[src/rtl/pattern_loader_if.sv]
// Host-side byte streams of the pattern loader: bytes to load in, read-back bytes out.
interface pattern_loader_if #(
    parameter int W = 8
);
    logic [W-1:0] in_data;
    logic         in_valid;
    logic         in_ready;
    logic [W-1:0] out_data;
    logic         out_valid;
    logic         out_ready;

    modport master (
        output in_data, in_valid, out_ready,
        input  in_ready, out_data, out_valid
    );
    modport slave (
        input  in_data, in_valid, out_ready,
        output in_ready, out_data, out_valid
    );
endinterface

[src/rtl/pattern_loader.sv]
// Serial scan master for the pattern buffer: frames one full load or rotate/readback,
// one host byte per entry, entry BUFFER_SIZE-1 first, MSB first.
module pattern_loader #(
    parameter int BUFFER_WIDTH = 8,
    parameter int BUFFER_SIZE  = 32
) (
    input  logic              clk,
    input  logic              reset,
    input  logic              start,
    input  logic              rotate,
    pattern_loader_if.slave   host,
    output logic              busy,
    output logic              done,
    output logic              buf_ssel,
    output logic              buf_sin,
    input  logic              buf_sout
);
    localparam int BIT_CW  = $clog2(BUFFER_WIDTH);
    localparam int BYTE_CW = (BUFFER_SIZE > 1) ? $clog2(BUFFER_SIZE) : 1;
    localparam logic [BIT_CW-1:0]  BIT_LAST  = BIT_CW'(BUFFER_WIDTH - 1);
    localparam logic [BYTE_CW-1:0] BYTE_LAST = BYTE_CW'(BUFFER_SIZE - 1);

    typedef enum logic [2:0] {IDLE, FETCH, SHIFT, PUSH, DONE} state_t;

    state_t                  state, state_n;
    logic                    rot;
    logic [BYTE_CW-1:0]      byte_cnt;
    logic [BIT_CW-1:0]       bit_cnt;
    logic [BUFFER_WIDTH-1:0] tx_shift;
    logic [BUFFER_WIDTH-1:0] rx_shift;

    always_ff @(posedge clk) begin
        if (reset) begin
            state    <= IDLE;
            rot      <= 1'b0;
            byte_cnt <= '0;
            bit_cnt  <= '0;
            tx_shift <= '0;
            rx_shift <= '0;
        end else begin
            state <= state_n;
            case (state)
                IDLE: if (start) begin
                    rot      <= rotate;
                    byte_cnt <= '0;
                end
                FETCH: begin
                    bit_cnt <= '0;
                    if (!rot && host.in_valid) tx_shift <= host.in_data;
                end
                SHIFT: begin
                    // sout is sampled at the same edge the buffer shifts, so the
                    // first captured bit is the buffer's original top MSB.
                    rx_shift <= {rx_shift[BUFFER_WIDTH-2:0], buf_sout};
                    tx_shift <= tx_shift << 1;
                    bit_cnt  <= bit_cnt + 1'b1;
                end
                PUSH: if (host.out_ready) byte_cnt <= byte_cnt + 1'b1;
                default: ;
            endcase
        end
    end

    always_comb begin
        state_n        = state;
        host.in_ready  = 1'b0;
        host.out_valid = 1'b0;
        busy           = 1'b1;
        done           = 1'b0;
        buf_ssel       = 1'b0;
        buf_sin        = 1'b0;
        case (state)
            IDLE: begin
                busy = 1'b0;
                if (start) state_n = FETCH;
            end
            FETCH: begin
                host.in_ready = !rot;
                if (rot || host.in_valid) state_n = SHIFT;
            end
            SHIFT: begin
                // ssel only here: host stalls in FETCH/PUSH never move the buffer
                buf_ssel = 1'b1;
                buf_sin  = rot ? buf_sout : tx_shift[BUFFER_WIDTH-1];
                if (bit_cnt == BIT_LAST) state_n = PUSH;
            end
            PUSH: begin
                host.out_valid = 1'b1;
                if (host.out_ready) state_n = (byte_cnt == BYTE_LAST) ? DONE : FETCH;
            end
            DONE: begin
                done    = 1'b1;
                state_n = IDLE;
            end
            default: begin
                busy    = 1'b0;
                state_n = IDLE;
            end
        endcase
    end

    assign host.out_data = rx_shift;
endmodule

[src/flat_wrapper.sv]
// flat-port wrapper written by rule: the top's interface ports become plain ports
module pattern_loader_flat 
#(
    parameter int BUFFER_WIDTH = 8,
    parameter int BUFFER_SIZE  = 32
)
  (clk, reset, start, rotate, busy, done, buf_ssel, buf_sin, buf_sout, host_in_data, host_in_valid, host_out_ready, host_in_ready, host_out_data, host_out_valid);
  pattern_loader_if host_i ();
  input  logic clk;
  input  logic reset;
  input  logic start;
  input  logic rotate;
  output logic busy;
  output logic done;
  output logic buf_ssel;
  output logic buf_sin;
  input  logic buf_sout;
  input wire logic [$bits(host_i.in_data)-1:0] host_in_data;
  input wire logic [$bits(host_i.in_valid)-1:0] host_in_valid;
  input wire logic [$bits(host_i.out_ready)-1:0] host_out_ready;
  output wire logic [$bits(host_i.in_ready)-1:0] host_in_ready;
  output wire logic [$bits(host_i.out_data)-1:0] host_out_data;
  output wire logic [$bits(host_i.out_valid)-1:0] host_out_valid;
  assign host_i.in_data = host_in_data;
  assign host_i.in_valid = host_in_valid;
  assign host_i.out_ready = host_out_ready;
  assign host_in_ready = host_i.in_ready;
  assign host_out_data = host_i.out_data;
  assign host_out_valid = host_i.out_valid;
  pattern_loader #(.BUFFER_WIDTH(BUFFER_WIDTH), .BUFFER_SIZE(BUFFER_SIZE)) u_core (.clk(clk), .reset(reset), .start(start), .rotate(rotate), .host(host_i), .busy(busy), .done(done), .buf_ssel(buf_ssel), .buf_sin(buf_sin), .buf_sout(buf_sout));
endmodule
[config.mk]
export PLATFORM = sky130hd
export DESIGN_NAME = pattern_loader_flat
export DESIGN_NICKNAME = d
export VERILOG_FILES = /design/src/rtl/pattern_loader_if.sv /design/src/rtl/pattern_loader.sv /design/src/flat_wrapper.sv
export SDC_FILE = /design/constraint.sdc
export NUM_CORES = 1
export LEC_CHECK = 0
export ABC_CLOCK_PERIOD_IN_PS = 2000
export CELL_PAD_IN_SITES_DETAIL_PLACEMENT = 0
export CELL_PAD_IN_SITES_GLOBAL_PLACEMENT = 1
export CORE_MARGIN = 2
export CORE_UTILIZATION = 37
export DETAILED_ROUTE_END_ITERATION = 6
export GPL_ROUTABILITY_DRIVEN = 1
export GPL_TIMING_DRIVEN = 0
export HOLD_SLACK_MARGIN = 0.02
export PLACE_DENSITY_LB_ADDON = 0.1
export SETUP_SLACK_MARGIN = 0.3
export SLEW_MARGIN = 10
export SYNTH_ARGS = -nofsm -noshare
export SYNTH_HDL_FRONTEND = slang
export SYNTH_SLANG_ARGS = --single-unit
[constraint.sdc]
create_clock -name clk -period 2 [get_ports clk]
set_clock_uncertainty 0.15 [all_clocks]
set_input_delay 0.4 -clock clk [delete_from_list [all_inputs] [get_ports clk]]
set_output_delay 0.4 -clock clk [all_outputs]
set_load 0.05 [all_outputs]
== Yosys cells after proc, flatten, opt, wreduce, memory -nomap -nowiden ==
Cells that the tools add are included.
Word-level totals
  bits in registers: 28
  input bits: 15
  output and inout bits: 14
Cells by class
  $add $sub $neg: 2
  equality and inequality tests: 11
  mux-type cells: 19
  reductions and logical operators: 11
Operator list (number)
  $pmux 8 s2: 1
  $mux 3: 5
  $pmux 3 s4: 1
  $mux 5: 2
  $pmux 5 s2: 1
  $mux 8: 1
  $mux 1: 7
  $eq 3x2->1 const B: 2
  $eq 3x3->1 const B: 2
  $ne 2x1->1 const B: 3
  $pmux 3 s2: 1
  $add 5x1->5 const B: 1
  $eq 5x5->1 const B: 1
  $ne 2x2->1 const B: 2
  $reduce_and 2->1: 2
  $reduce_and 4->1: 1
  $reduce_bool 2->1: 2
  $reduce_or 4->1: 1
  $add 3x1->3 const B: 1
  $eq 3x1->1 const B: 1
  $logic_not 3->1: 1
  $reduce_and 3->1: 1
  $logic_and 1x1->1: 1
  $logic_not 1->1: 1
  $logic_or 1x1->1: 1

== Logic depth before layout (Yosys ltp) ==
Gate-level depths: netlist (run 1).
  depth after elaboration: 4
  mapped depth: 6

== Worst setup path after synthesis (run 1) ==
Ideal clock, no wire load.
  path kind: reg2out
  start: register u_core.state[2]
  end: output port buf_sin
  arrival: 1.723 ns
  path slack: -0.273 ns
  stages on the path, launching flop included: 5
  path buffers: 2
  cells stage by stage: dfxtp_1 or3b_1 clkbuf_8 clkbuf_1 nor2_1
On the way
  cells in the longest elaborated chain, start to end: 2
RTL lines
  start, declared: RTL line pattern_loader.sv:25  | state_t state, state_n;
  start signal, assigned: RTL line pattern_loader.sv:41  | state <= state_n;
  $eq 3x2->1: RTL line pattern_loader.sv:72  | case (state)
  $mux 1: RTL line pattern_loader.sv:72
  end, declared: RTL line flat_wrapper.sv:16  | output logic buf_sin;
No other way between the ends.

== Worst setup path in the final report (run 1) ==
Ends and elaborated chain as after synthesis.

==> key figures, run 1 <==
Timing
  – Fmax: 476 MHz
  – RSZ-0062 raised after global routing: true
  – Slew Viols, Final: 0
  – Relative slew slack: 63.4%
  – Final Hold Viols: 0
  – Fin crit share: 105%
  – Setup violations, final: 3
  – Worst slew pin tran: 0.549 ns
  – Fin crit period: 2.10 ns
  – Final WS setup: -0.102 ns

Worst setup path
  – R2R Path End: u_core.tx_shift[0]$_SDFFE_PP0P_
  – R2R Setup Slk: 0.26 ns
  – WP data required: 1.45 ns
  – CP endpoint kind: output port
  – CP arrival: 1.55 ns
  – Path depth of the worst reg2reg path: 5
  – Worst setup SP type: register
  – Peak fanout along the critical path: 5
  – Critical path class: register to output port
  – RR Startpoint: u_core.state[2]$_SDFFE_PP0P_

GRT
  – First-pass GRT wire length: 5.64 mm
  – Initial antenna violation count: 0
  – Grt ovf: 0
  – Largest net degree at the start of global routing: 15
  – Vias in the first global route: 1221
  – All-Layer GR Usage: 16.9%

Die
  – Die area: 4260 µm²
  – Die height: 65.3 µm
  – Initial Util: 38.2%
  – Core Box Area: 3630 µm²
  – Row Count: 22
  – Top Ports: 29
  – Die X: 65.3 µm

Synth
  – Top post-synthesis cells by area: dfxtp_1 40%, a21oi_1 7.6%, nand2_1 6.8%
  – Mapped Nets: 174
  – Post-synth EDFFs: 0
  – Ys flop type: dfxtp_1
  – Synthesized area per cell: 8.96 µm²
  – Unique masters post-synth: 38
  – Commonest cells in the netlist: 28 x dfxtp_1, 25 x nand2_1, 21 x a21oi_1
  – Leading cell type by number of instances after synthesis: dfxtp_1
  – Synth warn: 0
  – Register area share after synthesis: 40.4%
  – Share of the synthesized area in the top cell type: 40.4%
  – Largest area contributor in the netlist: dfxtp_1
  – #FFs+latches synth: 28
  – Synth async-reset ratio: 0%
  – Cells after Synth: 155
  – Synthesized area: 1390 µm²

Power
  – Register share of total power: 46.3%
  – Total power: 1.29 mW
  – Sw Share: 29.7%
  – Lkg Pwr: 0.766 nW
  – Pint: 906 µW
  – Cell Pwr Density: 646 nW/µm²
  – VDD IR max: 285 µV
  – Comb pwr share: 29.8%
  – Clock share of power: 23.9%
  – P_sw: 382 µW

Finish
  – Fraction of layout cells with a size suffix above 1: 31.5%
  – Multi-input gate area: 768 µm²
  – Register area: 571 µm²
  – Fillers: 340
  – Final core utilization: 54.9%
  – Area delta synth->final: 43.5%
  – Ant. Diodes: 0
  – Final-stage net count: 221

Routing
  – Via density: 5.29
  – Via count: 1313
  – Drc violations: 0
  – Pre-Repair DR Iteration Count: 4
  – Post-route antenna net violation count: 0
  – Wire per inst: 13.8 µm
  – Initial drt markers: 62
  – Final wirelength: 3.42 mm

Placed design
  – Dpl hpwl: 2.14 mm
  – Placer Congestion: 0.758
  – I/O Buffers: 27

Clocking
  – Num CTS Buffers: 3
  – CTS root buf: clkbuf_8
  – H-tree levels: 1
  – Clock Path Buffers: 2
  – Clock latency at the later pin of the worst-skew pair: 0.27 ns
  – CTS tree: yes
  – Sink Count: 28
  – Clock Pin Slew Worst Setup and Hold Paths: 0.10 ns

Hold path
  – Worst Hold Launch: reset
  – Hold depth: 2
  – HP Class: primary input to register
  – Hold Path End: u_core.byte_cnt[0]$_SDFFE_PP0P_

Run status
  – Violated checks: setup timing
  – Status: finished, violations left

Flow run
  – Max_cap viols: 0
[state kept, by name, indices dropped and copies added (netlist names)]
name / flops
u_core.host.out_data: 8
u_core.byte_cnt: 5
u_core.bit_cnt: 3
u_core.state: 3
u_core.tx_shift: 8
u_core.rot: 1
[kinds of logic (layout without fill, tap and decap cells)]
| group | Yosys count | in the layout | synth area share, % |
|---|---|---|---|
| flip-flops | 28 | 28 | 40.4 |
| AO/OA/AOI/OAI | 48 | 48 | 23.6 |
| adder cells (fa/ha/maj) | 4 | 4 | 3.60 |
| AND/OR/NAND/NOR | 57 | 57 | 21.9 |
| buffers and inverters | 15 | 60 | 8.47 |
| multiplexers | 2 | 2 | 1.44 |
| XOR/XNOR | 1 | 1 | 0.631 |
[power by group through the flow]
stage	Clock, mW	Combinational (mW)	Sequential, mW
6_report	0.308	0.384	0.596
3_3_place_gp	0	0.283	0.606
4_1_cts	0.315	0.347	0.595
5_1_grt	0.340	0.408	0.599
3_5_place_dp	0	0.287	0.607
2_1_floorplan	0	0.200	0.608
[cells in the final DEF (no fill, tap or decap), drive strengths merged, types with 5 or more instances in the layout]
cell	n
dfxtp	28
nor2	6
nand3	5
a32oi	6
nand2	25
clkdlybuf4s50	13
buf	27
a21oi	21
clkbuf	17
o211ai	7
[critical path, stage by stage, from the launching register on]
cell and delay (ns):
dfxtp_2 0.36, or3b_4 0.40, buf_8 0.14, clkbuf_16 0.14, nor2_4 0.08, buf_6 0.16
[metal layers]
layer / GRT usage (%) / vias up / share of wire (%)
li1: - / 656 / -
met1: 22.3 / 638 / 46
met2: 28.1 / 17 / 50
met3: 2.57 / 2 / 3.0
met4: 6.25 / 0 / 0.70
met5: 0 / - / 0
[worst max-delay path by stage]
stage	slack (ns)	end	startpoint
final	-0.10	buf_sin	u_core.state[2]$_SDFFE_PP0P_
after floorplan	0.18	buf_sin	u_core.state[2]$_SDFFE_PP0P_
after CTS	-0.11	buf_sin	u_core.state[0]$_SDFFE_PP0P_
after global placement	-0.50	buf_ssel	u_core.state[2]$_SDFFE_PP0P_
after detailed placement	-0.51	buf_ssel	u_core.state[2]$_SDFFE_PP0P_
after global routing	-0.16	buf_sin	u_core.state[2]$_SDFFE_PP0P_
[per-stage QoR]
step	area (µm²)	hold slack, ns	setup slack [ns]	TNS (ns)	std cells
after CTS	1930	0.194	-0.114	-0.215	240
after global routing	1990	0.186	-0.158	-0.333	248
final	1990	0.199	-0.102	-0.187	248
after floorplan	1420	0.288	0.180	0	155
after detailed placement	1750	0.300	-0.507	-2.30	230
after global placement	1750	0.294	-0.500	-2.24	230
[cell type report]
cell class                      count  share of cell area, %
Timing Repair Buffer               42                   19.0
Multi-Input combinational cell    112                   38.5
Buffer                             12                   7.22
Tap cell                           48                   3.01
Inverter                            3                   1.57
Sequential cell                    28                   28.6
Clock buffer                        3                   2.07
[timing repair]
item,in CTS,in global routing
setup buffers,7,8
pin swaps,7,6
gates resized for setup,84,23
setup endpoints to repair,15,28
hold buffers,0,0
(Power assumes the default switching activity.)
==> run 2, diff against run 1 <==
--- a/config.mk
+++ b/config.mk
@@ -9,8 +9,9 @@
 export CELL_PAD_IN_SITES_DETAIL_PLACEMENT = 0
 export CELL_PAD_IN_SITES_GLOBAL_PLACEMENT = 1
 export CORE_MARGIN = 2
-export CORE_UTILIZATION = 37
+export CORE_UTILIZATION = 46
 export DETAILED_ROUTE_END_ITERATION = 6
+export DONT_BUFFER_PORTS = 1
 export GPL_ROUTABILITY_DRIVEN = 1
 export GPL_TIMING_DRIVEN = 0
 export HOLD_SLACK_MARGIN = 0.02
==> key figures, run 2 (same netlist as run 1, synthesis figures left out) <==
Run status
  – Status: finished, violations left
  – Violated checks: DRC, setup timing

GRT
  – Largest net degree at the start of global routing: 17 (+2)
  – All-Layer GR Usage: 19.6% (+2.6 points)
  – First-pass GRT wire length: 5.25 mm (-7.0%)
  – Vias in the first global route: 1150 (-5.8%)
  – Grt ovf: 0 (unchanged)
  – Initial antenna violation count: 0 (unchanged)

Worst setup path
  – CP arrival: 1.61 ns (+0.06 ns)
  – Peak fanout along the critical path: 2 (-3)
  – Critical path class: register to output port
  – R2R Setup Slk: 0.17 ns (-0.09 ns)
  – WP data required: 1.45 ns (about the same)
  – Worst setup SP type: register
  – CP endpoint kind: output port

Timing
  – Final WS setup: -0.162 ns (-0.0598 ns)
  – RSZ-0062 raised after global routing: true
  – Slew Viols, Final: 0 (unchanged)
  – Final Hold Viols: 0 (unchanged)
  – Fmax: 462 MHz (-2.8%)
  – Relative slew slack: 59.8% (-3.5 points)
  – Setup violations, final: 4 (+1)
  – Fin crit share: 108% (+3.0 points)
  – Fin crit period: 2.16 ns (+0.0598 ns)
  – Worst slew pin tran: 0.602 ns (+0.0523 ns)
  – Hold_ws: 0.0641 ns (-0.134 ns)

Clocking
  – Clock Pin Slew Worst Setup and Hold Paths: 0.15 ns (+0.05 ns)
  – CTS root buf: clkbuf_4
  – Sink Count: 28 (unchanged)
  – Clock Path Buffers: 2 (unchanged)
  – CTS tree: yes
  – H-tree levels: 1 (unchanged)
  – Clock latency at the later pin of the worst-skew pair: 0.33 ns (+0.06 ns)
  – Num CTS Buffers: 3 (unchanged)

Die
  – Die area: 3470 µm² (-18%)
  – Initial Util: 49.5% (+11 points)
  – Die X: 58.9 µm (-9.7%)
  – Die height: 58.9 µm (-9.7%)
  – Core Box Area: 2810 µm² (-23%)
  – Row Count: 19 (-14%)
  – Top Ports: 29 (unchanged)

Finish
  – Register area: 567 µm² (-0.66%)
  – Area delta synth->final: 37.4%
  – Final-stage net count: 202 (-8.6%)
  – Leading cell types in the layout, fill and taps excluded: 23 x nand2_1, 23 x dfxtp_1, 18 x buf_4
  – Multi-input gate area: 846 µm² (+10%)
  – Ant. Diodes: 0 (unchanged)
  – Fraction of layout cells with a size suffix above 1: 38.5% (+7.0 points)
  – Final Cell Area: 1910 µm² (-4.3%)
  – Final core utilization: 68.0% (+13 points)
  – Fillers: 224 (-34%)

Routing
  – Post-route antenna net violation count: 0 (unchanged)
  – Wire per inst: 16.3 µm (+18%)
  – Pre-Repair DR Iteration Count: 6 (+2)
  – Via count: 1256 (-4.3%)
  – Drc violations: 4 (+4)
  – Initial drt markers: 82 (+32%)
  – Final wirelength: 3.46 mm (+1.3%)
  – Via density: 5.90 (+11%)

Power
  – P_sw: 390 µW (+1.9%)
  – Sw Share: 28.7% (-0.97 points)
  – Clock share of power: 27.5% (+3.6 points)
  – VDD IR max: 454 µV (+60%)
  – Total power: 1.36 mW (+5.4%)
  – Pint: 967 µW (+6.8%)
  – Lkg Pwr: 0.715 nW (-6.7%)
  – Cell Pwr Density: 711 nW/µm² (+10%)
  – Comb pwr share: 28.2% (-1.6 points)
  – Register share of total power: 44.3% (-2.0 points)

Placed design
  – I/O Buffers: 0 (-100%)
  – Placement Setup Slack: 0.0253 ns (+0.532 ns)
  – Dpl hpwl: 2.06 mm (-3.7%)
  – Placer Congestion: 0.847 (+12%)
  – Placement-stage cell area: 1460 µm² (-17%)

Flow run
  – Max_cap viols: 0 (unchanged)

Hold path
  – HP Class: primary input to register
-- run 2: changes by cell type in the layout (fill, tap and decap cells not counted), sizes merged --
cell	change
clkinv	+1
clkdlybuf4s50	-13
dlygate4sd3	+1
clkbuf	-8
bufinv	+1
-- run 2: worst paths after layout --
| kind | from | end | cells past startpoint |
|---|---|---|---|
| worst max-delay path | u_core.state[2]$_SDFFE_PP0P_ | buf_sin | 4 |
| worst max register to register | u_core.state[2]$_SDFFE_PP0P_ | u_core.tx_shift[0]$_SDFFE_PP0P_ | 6 |
| worst min register to register | u_core.bit_cnt[1]$_SDFFE_PP0P_ | u_core.bit_cnt[1]$_SDFFE_PP0P_ | 2 |
| worst min-delay path | host_in_data[0] | u_core.tx_shift[0]$_SDFFE_PP0P_ | 2 |
-- run 2: critical path: stages (launching register included) --
cell and delay (ns):
dfxtp_2 0.35, or3b_1 0.37, clkbuf_8 0.15, clkbuf_16 0.14
nor2_4 0.27
-- run 2: metal layers --
metal	track usage [%]	vias to the layer above	routed length, µm
li1	-	620	-
met1	23.9	604	1370
met2	34.1	30	1900
met3	5.49	2	183
met4	4.22	0	13
met5	0	-	0
-- run 2: repair_timing --
item | CTS | global route
buffers inserted | 7 | 13
cloned | 2 | 0
setup endpoints to repair | 11 | 22
hold buffers | 0 | 1
resized for setup | 21 | 38
pin swaps | 4 | 13
hold endpoints to repair | 0 | 1
-- run 2: final cells by class --
type | instances | share of cell area (%)
timing repair buffer | 22 | 11.1
buffer | 12 | 7.74
sequential | 28 | 29.7
tap | 31 | 2.03
clock inverter | 1 | 1.57
multi-input combinational | 112 | 44.3
timing repair inverter | 1 | 0.459
clock buffer | 3 | 1.18
inverter | 3 | 1.90
-- run 2: stage by stage --
step / cells / setup TNS [ns]
after global placement: 186 / 0
final: 213 / -0.385
after detailed placement: 186 / 0
after global routing: 213 / -0.730
after CTS: 199 / -0.608
after floorplan: 155 / 0
-- run 2: power by group through the flow --
stage	Combinational (mW)	Clock [mW]	Sequential (mW)
2_1_floorplan	0.200	0	0.608
3_3_place_gp	0.228	0	0.612
3_5_place_dp	0.231	0	0.613
4_1_cts	0.306	0.382	0.601
5_1_grt	0.407	0.415	0.606
6_report	0.382	0.373	0.602
==> run 3, diff against run 2 <==
--- a/config.mk
+++ b/config.mk
@@ -9,7 +9,7 @@
 export CELL_PAD_IN_SITES_DETAIL_PLACEMENT = 0
 export CELL_PAD_IN_SITES_GLOBAL_PLACEMENT = 1
 export CORE_MARGIN = 2
-export CORE_UTILIZATION = 46
+export CORE_UTILIZATION = 30
 export DETAILED_ROUTE_END_ITERATION = 6
 export DONT_BUFFER_PORTS = 1
 export GPL_ROUTABILITY_DRIVEN = 1
==> key figures, run 3 (same netlist as run 1, synthesis figures left out) <==
Run status
  – Status: finished, violations left
  – Violated checks: setup timing

Die
  – Die height: 72.0 µm (+22%)
  – Initial Util: 31.5% (-18 points)
  – Die area: 5190 µm² (+49%)
  – Top Ports: 29 (unchanged)
  – Die X: 72.0 µm (+22%)
  – Core Box Area: 4410 µm² (+57%)
  – Row Count: 24 (+5)

Worst setup path
  – Critical path's largest stage delay: 0.37 ns (about the same)
  – CP endpoint kind: output port
  – Peak fanout along the critical path: 3 (+1)
  – Worst setup SP type: register
  – WP data required: 1.45 ns (about the same)
  – Critical path class: register to output port
  – Max stage delay cell, worst path: or3b_1
  – Cell Chain, Critical Path: or3b_1 > clkbuf_8 > clkbuf_16 > nor2_4
  – CP arrival: 1.55 ns (-0.06 ns)

Finish
  – Leading cell types in the layout, fill and taps excluded: 23 x dfxtp_1, 18 x nand2_1, 15 x a21oi_1
  – Final-stage net count: 207 (+2.5%)
  – Fraction of layout cells with a size suffix above 1: 44.4% (+5.9 points)
  – Ant. Diodes: 0 (unchanged)
  – Final Cell Area: 2140 µm² (+12%)
  – Final core utilization: 48.5% (-19 points)
  – Most common cell after layout, fill and taps aside: dfxtp_1
  – Area delta synth->final: 54.2%

GRT
  – Grt ovf: 0 (unchanged)
  – First-pass GRT wire length: 6.11 mm (+16%)
  – Initial antenna violation count: 0 (unchanged)
  – All-Layer GR Usage: 14.7% (-4.8 points)
  – Vias in the first global route: 1255 (+9.1%)
  – Largest net degree at the start of global routing: 17 (unchanged)

Power
  – Lkg Pwr: 0.847 nW (+18%)
  – Cell Pwr Density: 692 nW/µm² (-2.7%)
  – VDD IR max: 349 µV (-23%)

Timing
  – Relative slew slack: 60.1% (+0.24 points)
  – Final Hold Viols: 0 (unchanged)
  – Setup TNS: -0.128 ns (+0.258 ns)
  – RSZ-0062 raised after global routing: true
  – Fin crit share: 105% (-3.2 points)
  – Worst slew pin tran: 0.598 ns (-0.00352 ns)
  – Fin crit period: 2.10 ns (-0.0643 ns)
  – Slew Viols, Final: 0 (unchanged)
  – Fmax: 477 MHz (+3.1%)
  – Final WS setup: -0.0979 ns (+0.0643 ns)
  – Setup violations, final: 2 (-2)

Clocking
  – Clock Pin Slew Worst Setup and Hold Paths: 0.10 ns (-0.05 ns)
  – Clock latency at the later pin of the worst-skew pair: 0.27 ns (-0.06 ns)
  – Clock Path Buffers: 2 (unchanged)
  – CTS tree: yes
  – Sink Count: 28 (unchanged)
  – CTS root buf: clkbuf_8
  – Num CTS Buffers: 3 (unchanged)
  – H-tree levels: 1 (unchanged)
  – Hold Buf Count CTS: 0 (unchanged)

Routing
  – Final wirelength: 3.66 mm (+5.7%)
  – Drc violations: 0 (-4)
  – Via density: 5.23 (-11%)
  – Pre-Repair DR Iteration Count: 4 (-2)
  – Wire per inst: 15.3 µm (-5.8%)
  – Via count: 1250 (-0.48%)
  – Post-route antenna net violation count: 0 (unchanged)
  – Initial drt markers: 46 (-44%)

Placed design
  – Placement-stage cell area: 1480 µm² (+1.8%)
  – Dpl hpwl: 2.22 mm (+7.6%)
  – Placer Congestion: 0.676 (-20%)
  – I/O Buffers: 0 (unchanged)

Hold path
  – HP Class: primary input to register

Flow run
  – Max_cap viols: 0 (unchanged)
==> run 3: cell count changes in the layout (fill, tap and decap cells not counted), moves of 4 or more <==
| cell | delta |
|---|---|
| buf_4 | -7 |
| buf_6 | +8 |
| nand2_1 | -5 |
| nand2_4 | +4 |
==> run 3: worst paths after layout <==
path / cells after the start / end / slack, ns / startpoint
hold reg to reg: 2 / u_core.bit_cnt[2]$_SDFFE_PP0P_ / 0.33 / u_core.bit_cnt[2]$_SDFFE_PP0P_
setup / recovery: 4 / buf_sin / -0.1 / u_core.state[0]$_SDFFE_PP0P_
hold / removal: 2 / u_core.host.out_data[0]$_SDFFE_PP0P_ / 0.09 / buf_sout
setup reg to reg: 7 / u_core.tx_shift[4]$_SDFFE_PP0P_ / 0.10 / u_core.state[1]$_SDFFE_PP0P_
==> run 3: what timing repair did <==
item / in CTS / in global routing
buffers inserted: 14 / 11
gates cloned: 2 / 1
pin swaps: 11 / 26
setup endpoints to repair: 15 / 20
gates resized for setup: 41 / 46
==> run 3: where the power goes <==
| part | leakage (nW) | internal, mW | switching [mW] | total (mW) |
|---|---|---|---|---|
| clock network | 0.0357 | 0.268 | 0.183 | 0.451 |
| registers | 0.229 | 0.579 | 0.0212 | 0.600 |
| logic | 0.583 | 0.218 | 0.213 | 0.431 |
==> run 3: layer usage <==
layer	track usage [%]	wire length [µm]
met1	19.0	1680
met2	24.9	1780
met3	4.17	177
met4	2.52	20
met5	0	0
==> run 3: layout make-up <==
type | instances | area [µm²]
Tap cell | 52 | 65.1
Timing Repair Buffer | 27 | 318
Fill cell | 425 | 2270
Buffer | 12 | 189
Inverter | 3 | 36.3
Timing Repair inverter | 1 | 16.3
Sequential cell | 28 | 567
Clock buffer | 3 | 41.3
Clock inverter | 1 | 30.0
Multi-Input combinational cell | 112 | 880
==> run 3: metrics by stage <==
step,worst slack [ns],power [mW],hold slack (ns),std cells
after global placement,0.0379,0.846,0.311,207
after detailed placement,0.0302,0.848,0.317,207
after floorplan,0.180,0.808,0.288,155
after global routing,-0.144,1.55,0.0846,239
final,-0.0979,1.48,0.0931,239
after CTS,-0.126,1.42,0.0924,227
==> run 3: worst max-delay path: cells and delay by family, from the launching register on <==
kind | cells | cell delay (ns)
simple gates | 2 | 0.64
flops | 1 | 0.33
buf+inv | 2 | 0.30
